==> src/rtl/pc_pkg.sv <==
// Shared op encodings for the program-counter unit.
package pc_pkg;

  typedef logic [2:0] pc_op_t;

  localparam pc_op_t OP_INC      = 3'b000;
  localparam pc_op_t OP_REL      = 3'b001;
  localparam pc_op_t OP_ABS      = 3'b010;
  localparam pc_op_t OP_CALL_REL = 3'b011;
  localparam pc_op_t OP_CALL_ABS = 3'b100;
  localparam pc_op_t OP_RET      = 3'b101;
  localparam pc_op_t OP_HOLD     = 3'b110;

endpackage

==> src/rtl/ras_stack.sv <==
// Return-address stack: circular buffer, top pointer and occupancy count.
// A push when full overwrites the oldest entry; a pop when empty changes nothing.
module ras_stack #(
  parameter int WIDTH     = 32,
  parameter int RAS_DEPTH = 8
) (
  input  logic             clk,
  input  logic             rst,
  input  logic             push,
  input  logic             pop,
  input  logic [WIDTH-1:0] din,
  output logic [WIDTH-1:0] dout,
  output logic             empty,
  output logic             full,
  output logic             ovf_evt,
  output logic             unf_evt
);
  localparam int PW = $clog2(RAS_DEPTH);
  localparam int CW = PW + 1;
  localparam logic [CW-1:0] DEPTH_C = CW'(RAS_DEPTH);

  logic [WIDTH-1:0] mem [RAS_DEPTH];
  logic [PW-1:0]    top, top_nxt;
  logic [CW-1:0]    cnt, cnt_nxt;

  assign dout    = mem[top];
  assign ovf_evt = push & full;
  assign unf_evt = pop & empty;

  always_comb begin
    top_nxt = top;
    cnt_nxt = cnt;
    if (push) begin
      // pointer wraps naturally since the depth is a power of two
      top_nxt = top + 1'b1;
      if (!full) cnt_nxt = cnt + 1'b1;
    end else if (pop && !empty) begin
      top_nxt = top - 1'b1;
      cnt_nxt = cnt - 1'b1;
    end
  end

  always_ff @(posedge clk) begin
    if (rst) begin
      top   <= '0;
      cnt   <= '0;
      empty <= 1'b1;
      full  <= 1'b0;
    end else begin
      top   <= top_nxt;
      cnt   <= cnt_nxt;
      empty <= (cnt_nxt == '0);
      full  <= (cnt_nxt == DEPTH_C);
    end
  end

  always_ff @(posedge clk) begin
    if (push && !rst) mem[top_nxt] <= din;
  end

endmodule

==> src/rtl/pc_unit.sv <==
// Program counter with sequential/relative/absolute update, call/return via
// a hardware return-address stack, and sticky stack fault flags.
module pc_unit
  import pc_pkg::*;
#(
  parameter int               WIDTH        = 32,
  parameter int               STEP         = 4,
  parameter logic [WIDTH-1:0] RESET_VECTOR = '0,
  parameter int               RAS_DEPTH    = 8
) (
  input  logic             clk,
  input  logic             rst,
  input  logic             step_pc,
  input  logic [2:0]       op,
  input  logic [WIDTH-1:0] systembus_in,
  input  logic             bus_oe,
  output logic [WIDTH-1:0] systembus_out,
  output logic [WIDTH-1:0] pc_out,
  output logic             ras_empty,
  output logic             ras_full,
  output logic             ras_ovf,
  output logic             ras_unf,
  input  logic             fault_clr
);
  localparam logic [WIDTH-1:0] STEP_W = WIDTH'(STEP);

  logic [WIDTH-1:0] pc, pc_nxt, pc_seq, ras_dout;
  logic             push, pop, ovf_evt, unf_evt;
  pc_op_t           op_q;

  assign op_q          = pc_op_t'(op);
  assign pc_seq        = pc + STEP_W;
  assign pc_out        = pc;
  assign systembus_out = bus_oe ? pc : '0;

  always_comb begin
    pc_nxt = pc;
    push   = 1'b0;
    pop    = 1'b0;
    if (step_pc) begin
      unique case (op_q)
        OP_INC:      pc_nxt = pc_seq;
        OP_REL:      pc_nxt = pc + systembus_in;
        OP_ABS:      pc_nxt = systembus_in;
        OP_CALL_REL: begin push = 1'b1; pc_nxt = pc + systembus_in; end
        OP_CALL_ABS: begin push = 1'b1; pc_nxt = systembus_in; end
        // an empty-stack return falls through to the next instruction
        OP_RET:      begin pop = 1'b1; pc_nxt = ras_empty ? pc_seq : ras_dout; end
        default:     pc_nxt = pc;
      endcase
    end
  end

  ras_stack #(.WIDTH(WIDTH), .RAS_DEPTH(RAS_DEPTH)) u_ras (
    .clk     (clk),
    .rst     (rst),
    .push    (push),
    .pop     (pop),
    .din     (pc_seq),
    .dout    (ras_dout),
    .empty   (ras_empty),
    .full    (ras_full),
    .ovf_evt (ovf_evt),
    .unf_evt (unf_evt)
  );

  // a fault arriving with fault_clr leaves the flag set
  always_ff @(posedge clk) begin
    if (rst) begin
      pc      <= RESET_VECTOR;
      ras_ovf <= 1'b0;
      ras_unf <= 1'b0;
    end else begin
      pc      <= pc_nxt;
      ras_ovf <= (ras_ovf & ~fault_clr) | ovf_evt;
      ras_unf <= (ras_unf & ~fault_clr) | unf_evt;
    end
  end

endmodule

==> config.mk <==
export PLATFORM = sky130hd
export DESIGN_NAME = pc_unit
export DESIGN_NICKNAME = d
export VERILOG_FILES = /design/src/rtl/pc_pkg.sv /design/src/rtl/ras_stack.sv /design/src/rtl/pc_unit.sv
export SDC_FILE = /design/constraint.sdc
export NUM_CORES = 1
export LEC_CHECK = 0
export ABC_AREA = 1
export CAP_MARGIN = 5
export CORE_ASPECT_RATIO = 1.1
export CORE_MARGIN = 4
export CORE_UTILIZATION = 50
export CTS_CLUSTER_DIAMETER = 100
export DETAILED_ROUTE_END_ITERATION = 12
export MAX_ROUTING_LAYER = met4
export PLACE_DENSITY = 0.69
export SYNTH_ARGS = -nofsm -noshare
export SYNTH_HDL_FRONTEND = slang
export SYNTH_HIERARCHICAL = 1
export SYNTH_SLANG_ARGS = --single-unit
==> constraint.sdc <==
create_clock -name clk -period 8.4 [get_ports clk]
set_input_delay 0.84 -clock clk [delete_from_list [all_inputs] [get_ports clk]]
set_output_delay 0.84 -clock clk [all_outputs]
set_load 0.05 [all_outputs]
=== Yosys cells after proc, flatten, opt, wreduce, memory -nomap -nowiden ===
Memories as Yosys holds them, arrays and structs flattened. A register that Yosys moved wholly into a read port is not among the register bits.
Cells that the tools add are included.

* Flip-flop bits (word level): 43
* Bits in latches: 0
* Bits in writable memories: 256
* ROM bits: 0
* Input port bits: 40
* Memories: 1

* Add/sub/neg operators: 6
* $mul: 0
* Divide/modulo/power cells: 0
* Order comparisons: 0
* Equal/unequal tests: 6
* Shift-type cells: 0
* Muxes and demuxes: 15
* Bitwise logic cells: 7
* Reductions and logical operators: 11

{| class="wikitable"
|+ Memories
! name !! words !! bits a word !! read ports !! clocked after memory_dff !! write ports !! RTL line !! RTL
|-
| u_ras.mem || 8 || 32 || 1 || 1 || 1 || ras_stack.sv:22 || <nowiki>logic [WIDTH-1:0] mem [RAS_DEPTH];</nowiki>
|}

{| class="wikitable"
|+ Operators by type and width
! operator !! count
|-
| 32-bit case mux with 4 select lines || 1
|-
| 32-bit two-way mux || 2
|-
| 32-bit by 3-bit adder with 32-bit output, second input constant || 1
|-
| 32-bit adder || 1
|-
| 4-bit two-way mux || 3
|-
| 3-bit two-way mux || 3
|-
| 3-bit by 2-bit equality test with 1-bit output, second input constant || 2
|-
| 3-bit equality test, second input constant || 2
|-
| 1-bit two-way mux || 6
|-
| 2-bit OR reduction || 3
|-
| 4-bit by 1-bit adder with 4-bit output, second input constant || 1
|-
| 1-bit bitwise AND || 4
|-
| 4-bit equality test, second input constant || 1
|-
| 4-bit logical NOT || 1
|-
| 4-bit nonzero test || 1
|-
| 4-bit by 1-bit subtractor with 4-bit output, second input constant || 1
|-
| 3-bit by 1-bit adder with 3-bit output, second input constant || 1
|-
| 3-bit by 1-bit equality test with 1-bit output, second input constant || 1
|-
| 3-bit logical NOT || 1
|-
| 3-bit by 1-bit subtractor with 3-bit output, second input constant || 1
|-
| 1-bit logical AND || 2
|-
| 1-bit logical NOT || 2
|-
| 1-bit bitwise OR || 2
|-
| 2-bit AND reduction || 1
|-
| 1-bit NOT || 1
|}

=== Logic depth before layout (Yosys ltp) ===
Gate-level depths: netlist of the first run.

* Depth in word-level cells: 7
* Gate-level depth with buffers: 16
* Depth with buffers taken out: 15

=== By module ===
The synthesis of the first run kept the hierarchy.

{| class="wikitable"
|+ By module, submodules not included
! module !! times used !! cells an instance !! area an instance (um2)
|-
| ras_stack || 1 || 822 || 10577.6
|-
| pc_unit || 1 || 1135 || 5910.7
|}

=== Worst setup path after synthesis of the first run ===
OpenSTA, ideal clock, no wires.

* Kind: input to register
* From: input port op[2]
* To: memory u_ras.mem[2][0], enable pin
* Library setup time: 0.421 ns
* Data arrival time: 3.345 ns
* Data required time: 7.979 ns
* Slack: 4.634 ns
* Stages on the path: 7
* Buffers on the path: 0
* Cells stage by stage: inv_1 > nand2_1 > a21oi_1 > inv_2 > o211ai_1 > nand3_1 > nor2_1

* Longest elaborated chain between the ends: 7
* Elaborated cells on any way between the ends: 14
* Those cells by class: 3 x eq/ne; 8 x mux; 3 x reduce/logical

{| class="wikitable"
|+ RTL lines
! element !! RTL line !! RTL
|-
| from (decl) || pc_unit.sv:14 || <nowiki>input logic [2:0] op,</nowiki>
|-
| 3-bit equality test / 3-bit by 2-bit equality test with 1-bit output (equally long branches) || pc_unit.sv:41 || <nowiki>unique case (op_q)</nowiki>
|-
| 2-bit OR reduction (no source line) (*) || -- ||
|-
| 1-bit two-way mux (*) || pc_unit.sv:41 ||
|-
| 1-bit two-way mux (*) || pc_unit.sv:40 || <nowiki>if (step_pc) begin</nowiki>
|-
| net push || pc_unit.sv:28 || <nowiki>logic push, pop, ovf_evt, unf_evt;</nowiki>
|-
| 1-bit logical AND || ras_stack.sv:58 || <nowiki>if (push && !rst) mem[top_nxt] <= din;</nowiki>
|-
| 1-bit two-way mux || ras_stack.sv:58 ||
|-
| 1-bit two-way mux (implied by the code) || ras_stack.sv:58 ||
|-
| to (decl) || ras_stack.sv:22 ||
|}

The timed path passes the listed nets; every way through them passes the cells marked *.

=== Worst setup path after layout of the first run ===
* From: input port bus_oe
* To: output port systembus_out[9]

* Longest elaborated chain between the ends: 1

{| class="wikitable"
|+ RTL lines
! element !! RTL line !! RTL
|-
| from (decl) || pc_unit.sv:16 || <nowiki>input logic bus_oe,</nowiki>
|-
| 32-bit two-way mux || pc_unit.sv:34 || <nowiki>assign systembus_out = bus_oe ? pc : '0;</nowiki>
|-
| to (decl) || pc_unit.sv:17 || <nowiki>output logic [WIDTH-1:0] systembus_out,</nowiki>
|}

No other way between the ends.

==> results of run 1 <==
## power by group
group,switching (W),internal [W],leakage [nW]
clock network,0.000535,0.000730,0.449
logic,0.000425,0.000186,4.86
registers,0.0000481,0.00165,2.70
## per-layer routing
metal,up-vias,track usage
li1,6611,-
met1,6430,0.335
met2,562,0.433
met3,95,0.0196
met4,0,0.0826
met5,-,-
## logic make-up after synthesis
kind of cell,share of synthesized area
AO/OA/AOI/OAI,0.113
XOR/XNOR,0.0118
adder cells (fa/ha/maj),0.0285
buffers and inverters,0.0847
flip-flops,0.518
AND/OR/NAND/NOR,0.244
## worst paths after layout
path,startpoint,to,slack (ps),depth (start not counted)
worst max-delay path,bus_oe,systembus_out[9],4390,4
worst min-delay path,ras_unf,ras_unf,510,2
worst max register to register,u_ras/top[1],u_ras/mem[2][5],4880,8
worst min register to register,ras_unf,ras_unf,510,2
## state kept, by name (all words and copies together), names as in the netlist
name,cells
u_ras/mem,256
pc_out,32
u_ras/cnt,4
u_ras/top,3
ras_ovf,1
ras_unf,1
u_ras/empty,1
u_ras/full,1
## per-stage QoR
step,utilization,instances
floorplan,-,1957
global placement,0.547,2423
detailed placement,0.547,2423
CTS,0.576,2477
global route,0.576,2477
finish,0.576,2477
## critical path, cell delays in order
cell and delay [ps]:
clkdlybuf4s50_1 1270, nand2_1 160, inv_1 90, clkdlybuf4s50_1 800
## area by class of cell
cell class	count	area (um2)	area share
well taps	426	533	0.0285
flip-flops and latches	299	8550	0.458
repair buffers	116	1140	0.0609
clock buffers	37	756	0.0404
inverters	248	933	0.0499
multi-input cells	1334	6600	0.353
clock inverters	17	170	0.00911
## Yosys cell counts (all sizes together)
cell	n	area, um2
a21o	2	15.0
a21oi	79	422
a221oi	2	17.5
a22o	1	8.76
a31oi	1	6.26
a41oi	8	70.1
and2	3	21.3
buf	50	365
clkbuf	26	97.6
clkinv	4	15.0
dfxtp	43	861
edfxtp	256	7690
fa	1	20.0
ha	36	450
inv	244	918
nand2	585	2250
nand3	99	516
nand3b	4	42.5
nand4	9	56.3
nor2	233	1040
nor3	8	45.0
nor3b	1	7.51
o211ai	2	15.0
o21ai	164	840
o21bai	4	33.8
o221a	1	11.3
o221ai	1	8.76
o22ai	64	400
o31ai	2	15.0
or2	6	37.5
xnor2	6	60.1
xor2	12	135
==> impl_results.md, run 1 <==
* Wire length on met1 at just under 20 mm
* Syn nets at 2034
* GRT Residual Overflow at 0
* Post-synthesis register bit count at about 300
* Hold-fix buffers, CTS at 0
* Worst skew pair latency at 550 ps
* Core area at 0.0325 mm2
* Nets at 2105
* Total iterations of the first detailed-routing run at 5
* Wire length on met2 at 22.4 mm
* Count of buffers from port buffering at 107
* Layout cell share with drive strength beyond 1 at 0.0770
* Post-Synthesis Cells at 1957
* Critical Path Start Type: primary input
* Commonest non-fill, non-tap cells in the layout: 572 x nand2_1, 256 x edfxtp_1, 231 x inv_1
* Final Hold Violating Endpoints at 0
* RSZ-0062 raised after global routing: no
* DR vias/cell at between 5 and 6
* Total GRT Usage at 0.257
* Initial Util at 0.508
* Die Height at 198 um
* Die area at between 0.03 and 0.04 mm2
* Post-DRT Antenna Nets at 0
* Ys Warns at 6
* Initial drt markers at around 1200
* Longest Clk Path Bufs at 3
* CTS-repair resized insts at 0
* H-tree levels at 1
* TNS Setup at 0 ps
* Pwr Total at 0.00357 W
* Ports at 108
* Commonest non-fill, non-tap cell in the layout: nand2_1
* Period minus WS final at around 4000 ps
* Maxcap violations at 0
* Slew Limit Fails at 0
* Syn-to-layout area delta at 13.3%
* Fin area at 0.0187 mm2
* DRC at 0
* TritonCTS Buffers at 29
* Initial antenna violation count at 0
* Hold Slack at 508 ps
* Netlist cell types at 53
* Post-Syn Area at 0.0165 mm2
* WL per Instance at 18.7 um
* VDD IR max at 165 uV
* FMAX at 0.249 GHz
* Critical Path Fanout Max at 32
* Placed inst area at 0.0178 mm2
* Largest net degree at the start of global routing at around 110
* Clk slew on worst S/H paths at 60 ps
* GP Congestion at 1.03
* DIE WIDTH at between 150 and 200 um
* Vias in the first global route at around 13000
* Post-Place Setup Slack at 4030 ps
* Setup Fix Bufs, Post-CTS at 0
* Max_slew headroom at 0.195
* Top layer in use: met4
* Status: finished, final reports clean
* CP endpoint kind: output pin
* CP arrival at 3170 ps
* Via count at 13698
* Hpwl dp at 31.5 mm
* Fillers at 2879
* Crit path kind: in -> out
* Final WL at 46.3 mm
* Clk root buf: clkbuf_16
* Row count at 69
* Hold Path Class: reg -> reg
* Met3 routed WL at 2.77 mm
* Seq/Total Area, Yosys at 0.518
* Mean Syn Cell Area at around 8.4 um2
* Slew @ Worst Pin at roughly 1200 ps
* Sink Count at 299
* Cell Pwr Density at between 150 and 200 mW/mm2
* Leak Pwr at 8.01 nW
* Setup violations, final at 0
* Critical path required time at 7560 ps
* Diode count at 0
* Final Worst Setup Slack at approximately 4400 ps
* CTS tree: built
* First-pass GRT wire length at 71.3 mm
* Skew final at 16.0 ps
* Final worst path period share at 0.478
Note: power is estimated with default switching activity, not from simulation.
==> inputs of run 2 (changes only) <==
--- a/config.mk
+++ b/config.mk
@@ -13,7 +13,7 @@
 export CTS_CLUSTER_DIAMETER = 100
 export DETAILED_ROUTE_END_ITERATION = 12
 export MAX_ROUTING_LAYER = met4
-export PLACE_DENSITY = 0.69
+export PLACE_DENSITY = 0.72
 export SYNTH_ARGS = -nofsm -noshare
 export SYNTH_HDL_FRONTEND = slang
 export SYNTH_HIERARCHICAL = 1
==> constraint.sdc (replaced) <==
create_clock -name clk -period 3.2 [get_ports clk]
set_input_delay 0.32 -clock clk [delete_from_list [all_inputs] [get_ports clk]]
set_output_delay 0.32 -clock clk [all_outputs]
set_load 0.05 [all_outputs]
==> run 2 against run 1 <==
Critical path depth is 10 higher. First-iteration DRC count up 12%. Combinational power rose to 2.7 times the previous value. Sequential power rose to 2.6 times the previous value. Clock-buffer cell count down 1. Die area stayed put. Flip-flop and latch count stayed put. Routed wire length rose by 0.58%.
==> impl_results.md, run 2 (synthesis gave the netlist of run 1 again) <==
* Status: finished, final reports clean
* Syn-to-layout area delta at 15.1%
* Max_slew headroom at 0.428 (+0.232)
* Post-layout util at 0.585 (+0.00917)
* Crit path kind: reg -> reg
* TNS Setup at 0 ps (unchanged)
* Cell Pwr Density at 498 mW/mm2 (+160%)
* Core area at 0.0325 mm2 (unchanged)
* Initial antenna violation count at 0 (unchanged)
* VDD IR max at 347 uV (+110%)
* Initial Util at 0.508 (unchanged)
* Post-placement cell count at 2457 (+1.4%)
* Nets at 2139 (+1.6%)
* Leak Pwr at 8.29 nW (+3.4%)
* Worst skew pair latency at 560 ps (about the same)
* WL per Instance at 18.5 um (-0.70%)
* Final WL at 46.5 mm (+0.58%)
* TritonCTS Buffers at 29 (unchanged)
* Slew @ Worst Pin at 857 ps (-347 ps)
* DIE WIDTH at 181 um (unchanged)
* Hold Path Class: in -> reg
* Hpwl dp at 33.5 mm (+6.4%)
* Total iterations of the first detailed-routing run at 5 (unchanged)
* Skew final at 33.5 ps (+17.5 ps)
* Clk root buf: clkbuf_16
* FMAX at 0.380 GHz
* GP Congestion at 1.08 (+4.5%)
* Row count at 69 (unchanged)
* Largest net degree at the start of global routing at 107 (unchanged)
* Vias in the first global route at 13331 (+0.43%)
* FF-to-FF setup slack at 570 ps (-4310 ps)
* Period minus WS final at around 2600 ps
* Layout cell share with drive strength beyond 1 at 0.109 (+0.0319)
* Maxcap violations at 0 (unchanged)
* Top reg by flops: u_ras/mem
* Critical Path Start Type: register
* Via count at 13757 (+0.43%)
* Cell Int Power at 0.00679 W (+160%)
* Die area at 0.0359 mm2 (unchanged)
* Critical path required time at 3670 ps (-3890 ps)
* Longest Clk Path Bufs at 3 (unchanged)
* Gate power share at 0.177 (+0.006)
* RSZ-0062 raised after global routing: no
* H-tree levels at 1 (unchanged)
* Total GRT Usage at 0.261 (+0.00400)
* Clk pwr share at 0.355 (about the same)
* Count of buffers from port buffering at 107 (unchanged)
* CP arrival at 3100 ps (-70 ps)
* Clk slew on worst S/H paths at 70 ps (about the same)
* Post-DRT Antenna Nets at 0 (unchanged)
* Switch share at 0.283 (+0.000348)
* DRC at 0 (unchanged)
* Die Height at 198 um (unchanged)
* Critical Path Fanout Max at 44 (+38%)
* Hold Slack at 407 ps (-102 ps)
* CTS-repair resized insts at 0 (unchanged)
* DR vias/cell at 5.48 (-0.85%)
* First-pass GRT wire length at 72.4 mm (+1.5%)
* Fin cells at 2509 (+1.3%)
* Psw at 0.00268 W (+170%)
* GRT Residual Overflow at 0 (unchanged)
* Final Hold Violating Endpoints at 0 (unchanged)
* Initial drt markers at 1378 (+12%)
* CTS tree: built
* Crit path from: u_ras/top[0]
* Sequential fraction of design power at 0.468 (-0.007)
* Final worst path period share at 0.821
* Commonest non-fill, non-tap cells in the layout: 572 x nand2_1, 256 x edfxtp_1, 231 x inv_1
* Hold Path End: ras_ovf
* CP endpoint kind: register
* Hold path start: fault_clr
* Worst r2r src: u_ras/top[0]
* Setup Fix Bufs, Post-CTS at 0 (unchanged)
* RR Endpoint: pc_out[23]
* Ports at 108 (unchanged)
* Worst r2r path cells at 14 (+6)
* Worst hold path depth at 4 (+2)
* Slew Limit Fails at 0 (unchanged)
* Diode count at 0 (unchanged)
* Commonest non-fill, non-tap cell in the layout: nand2_1
* Sink Count at 299 (unchanged)
* Setup violations, final at 0 (unchanged)
* Hold-fix buffers, CTS at 0 (unchanged)
* Largest register FFs at 256 (unchanged)
run 2: cell count changes in the layout (fill, tap and decap cells not counted):
cell,before,now
clkdlybuf4s50_1,107,75
clkinv_1,11,9
clkinv_2,2,4
inv_6,2,4
clkinv_4,3,0
buf_4,9,66
clkbuf_1,8,5
buf_12,0,9
clkbuf_8,0,2
run 2: worst max-delay path, cell delays in order, from the launching register on:
cell	delay (ps)
dfxtp_4	450
inv_4	420
buf_4	530
nor2_1	90
o22ai_1	200
nand2_1	70
nand2_1	150
nand2_1	80
nand2_1	120
a21oi_1	50
nand2_1	80
inv_1	40
nand2_1	60
nand2_1	50
a21oi_1	130
run 2: cell type report:
class | instances | area, um2
timing repair buffer | 150 | 1430
fill | 2859 | 13500
clock inverter | 16 | 164
tap | 426 | 533
sequential | 299 | 8550
multi-input combinational | 1334 | 6600
clock buffer | 36 | 772
inverter | 248 | 933
run 2: stage by stage:
stage	setup slack, ps	total power [W]	instance area, um2
6_report	571	0.00946	19000
5_1_grt	397	0.00985	19000
4_1_cts	625	0.00947	19000
3_5_place_dp	211	0.00615	18000
3_3_place_gp	288	0.00612	18000
2_1_floorplan	-86.3	0.00562	16500
run 2: power groups by stage:
stage / combinational, W / clock, W / sequential (W)
final: 0.00167 / 0.00336 / 0.00443
after global placement: 0.00162 / 0 / 0.00450
after global routing: 0.00184 / 0.00358 / 0.00443
after floorplan: 0.00102 / 0 / 0.00459
after CTS: 0.00165 / 0.00339 / 0.00442
after detailed placement: 0.00165 / 0 / 0.00451
run 2: routing by layer:
metal | GRT usage | vias up | wire length (um)
li1 | - | 6668 | -
met4 | 0.111 | 0 | 2090
met1 | 0.340 | 6384 | 19000
met5 | - | - | 0
met3 | 0.0271 | 130 | 3430
met2 | 0.423 | 575 | 22000
run 2: worst max-delay path by stage:
stage                                 end  slack [ps]  cells past startpoint
after floorplan           u_ras/mem[2][0]         -90                     10
after global placement    u_ras/mem[6][6]         290                     15
after detailed placement  u_ras/mem[6][6]         210                     14
after CTS                      pc_out[23]         630                     14
after global routing           pc_out[23]         400                     14
final                          pc_out[23]         570                     14
==> inputs of run 3 (changes only) <==
==> constraint.sdc (replaced) <==
create_clock -name clk -period 2.35 [get_ports clk]
set_input_delay 0.235 -clock clk [delete_from_list [all_inputs] [get_ports clk]]
set_output_delay 0.235 -clock clk [all_outputs]
set_load 0.05 [all_outputs]
==> run 3 against run 2 <==
Utilization rose by 5.4 points. Clock skew shrank 7.2 ps. Global-route usage up 1.9 points.
==> impl_results.md, run 3 (synthesis gave the netlist of run 1 again) <==
* Status: finished, final reports clean
* Cell Int Power at 0.00950 W (+40%)
* Skew final at 26.3 ps (-7.18 ps)
* FMAX at 0.438 GHz
* Worst r2r path cells at 10 (-4)
* Cell Pwr Density at 645 mW/mm2 (+29%)
* Clk slew on worst S/H paths at 60 ps (about the same)
* CP arrival at 2050 ps (-1050 ps)
* Ports at 108 (unchanged)
* Register area at 0.00856 mm2 (about the same)
* CTS tree: built
* TNS Setup at 0 ps (unchanged)
* Hpwl dp at 36.6 mm (+9.3%)
* Commonest non-fill, non-tap cells in the layout: 565 x nand2_1, 256 x edfxtp_1, 230 x inv_1
* CTS-repair resized insts at 0 (unchanged)
* Psw at 0.00387 W (+45%)
* DR vias/cell at 5.43 (-1.0%)
* Slew Limit Fails at 0 (unchanged)
* Hold-fix buffers, CTS at 0 (unchanged)
* Buffers & Inverters on Critical Path at 2 (-1)
* Longest Clk Path Bufs at 3 (unchanged)
* Total iterations of the first detailed-routing run at 6 (+1)
* Max_slew headroom at 0.340 (-0.0879)
* Die area at 0.0359 mm2 (unchanged)
* Leak Pwr at 9.18 nW (+11%)
* Fin area at 0.0207 mm2 (+9.2%)
* Sink Count at 299 (unchanged)
* Sequential fraction of design power at 0.446 (-0.022)
* Worst skew pair latency at 580 ps (+20 ps)
* Hold Path Class: in -> reg
* CP Cell Sequence: buf_4, clkdlybuf4s50_1
* Final WL at 49.8 mm (+7.0%)
* Maxcap violations at 0 (unchanged)
* Period minus WS final at 2280 ps
* VDD IR max at 630 uV (+82%)
* Crit-path slowest cell: clkdlybuf4s50_1
* Initial Util at 0.508 (unchanged)
* Largest net degree at the start of global routing at 74 (-31%)
* DRC at 0 (unchanged)
* Top delay family on crit path: buffers and inverters
* Layout cell share with drive strength beyond 1 at 0.176 (+0.0675)
* Initial drt markers at 1473 (+6.9%)
* Critical Path Fanout Max at 10 (-77%)
* Post-placement cell count at 2603 (+5.9%)
* Crit path kind: reg -> out
* Count of buffers from port buffering at 107 (unchanged)
* DIE WIDTH at 181 um (unchanged)
* Critical Path Stages at 2 (-12)
* Gate power share at 0.208 (+0.031)
* Largest register FFs at 256 (unchanged)
* First-pass GRT wire length at 77.6 mm (+7.3%)
* Worst hold path depth at 4 (unchanged)
* Worst path max stage delay at 830 ps (+300 ps)
* Final Hold Violating Endpoints at 0 (unchanged)
* Critical Path Start Type: register
* Footprint of the multi-input gates at 0.00668 mm2 (+1.1%)
* WL per Instance at 18.7 um (+0.92%)
* Setup violations, final at 0 (unchanged)
* Fin cells at 2660 (+6.0%)
* H-tree levels at 1 (unchanged)
* Syn-to-layout area delta at 25.7%
* Top reg by flops: u_ras/mem
* Hold Slack at 293 ps (-114 ps)
* Commonest non-fill, non-tap cell in the layout: nand2_1
* Pwr Total at 0.0134 W (+41%)
* Die Height at 198 um (unchanged)
* TritonCTS Buffers at 31 (+6.9%)
* Clk root buf: clkbuf_16
* Fillers at 2706 (-5.4%)
* Setup Fix Bufs, Post-CTS at 0 (unchanged)
* Post-DRT Antenna Nets at 0 (unchanged)
* Core area at 0.0325 mm2 (unchanged)
* GRT Residual Overflow at 0 (unchanged)
* Critical path required time at 2120 ps (-1550 ps)
* CP endpoint kind: output pin
* Clk pwr share at 0.346 (-0.009)
* Switch share at 0.289 (+0.00672)
* Placed inst area at 0.0197 mm2 (+9.4%)
* GP Congestion at 0.952 (-12%)
* Row count at 69 (unchanged)
* Slew @ Worst Pin at 983 ps (+126 ps)
* RSZ-0062 raised after global routing: no
* Nets at 2287 (+6.9%)
* Initial antenna violation count at 2 (+2)
* Total GRT Usage at 0.280 (+0.0193)
* Via count at 14435 (+4.9%)
* Final worst path period share at 0.971
* Vias in the first global route at 14148 (+6.1%)
## run 3: cell count changes in the layout (fill, tap and decap cells not counted), moves of 3 or more
cell / before / now
buf_4: 66 / 168
dfxtp_2: 1 / 4
nand2_1: 572 / 565
buf_12: 9 / 53
ha_1: 36 / 33
clkbuf_1: 5 / 8
nand2_2: 9 / 16
dfxtp_1: 41 / 38
## run 3: power groups by stage
stage	combinational (W)	clock (W)	sequential [W]
CTS	0.00275	0.00467	0.00596
floorplan	0.00141	0	0.00625
detailed placement	0.00274	0	0.00607
finish	0.00279	0.00463	0.00596
global route	0.00303	0.00491	0.00597
global placement	0.00269	0	0.00607
## run 3: worst reg2reg max path: stages, from the launching register on
cell,delay (ps)
dfxtp_1,410
ha_1,260
nand2_2,90
inv_2,60
nand2_2,80
nor2_8,200
nand3_2,160
nor2_1,120
nand2_1,50
nand2_1,220
inv_1,230
## run 3: routing by layer
layer / global-route usage / vias up / part of all wire
met4: 0.0770 / 0 / 0.028
met3: 0.0278 / 84 / 0.065
li1: - / 6981 / -
met1: 0.369 / 6753 / 0.42
met2: 0.470 / 617 / 0.49
met5: - / - / 0
## run 3: through the flow
stage,utilization,worst slack [ps]
floorplan,-,-21.7
global placement,0.608,-322
detailed placement,0.608,-341
CTS,0.637,65.4
global route,0.638,2.52
finish,0.638,68.9
## run 3: worst paths after layout
path                            startpoint               end  slack [ps]
worst max-delay path             pc_out[1]         pc_out[1]          70
worst min-delay path             fault_clr           ras_ovf         290
worst max register to register   pc_out[3]  u_ras/mem[1][24]         150
worst min register to register     ras_ovf           ras_ovf         520
## run 3: layout make-up
type,instances,area share
Timing Repair Buffer,296,0.148
Inverter,248,0.0450
Tap cell,426,0.0257
Multi-Input combinational cell,1334,0.322
Antenna cell,1,0.000121
Clock buffer,40,0.0395
Sequential cell,299,0.413
Clock inverter,16,0.00622
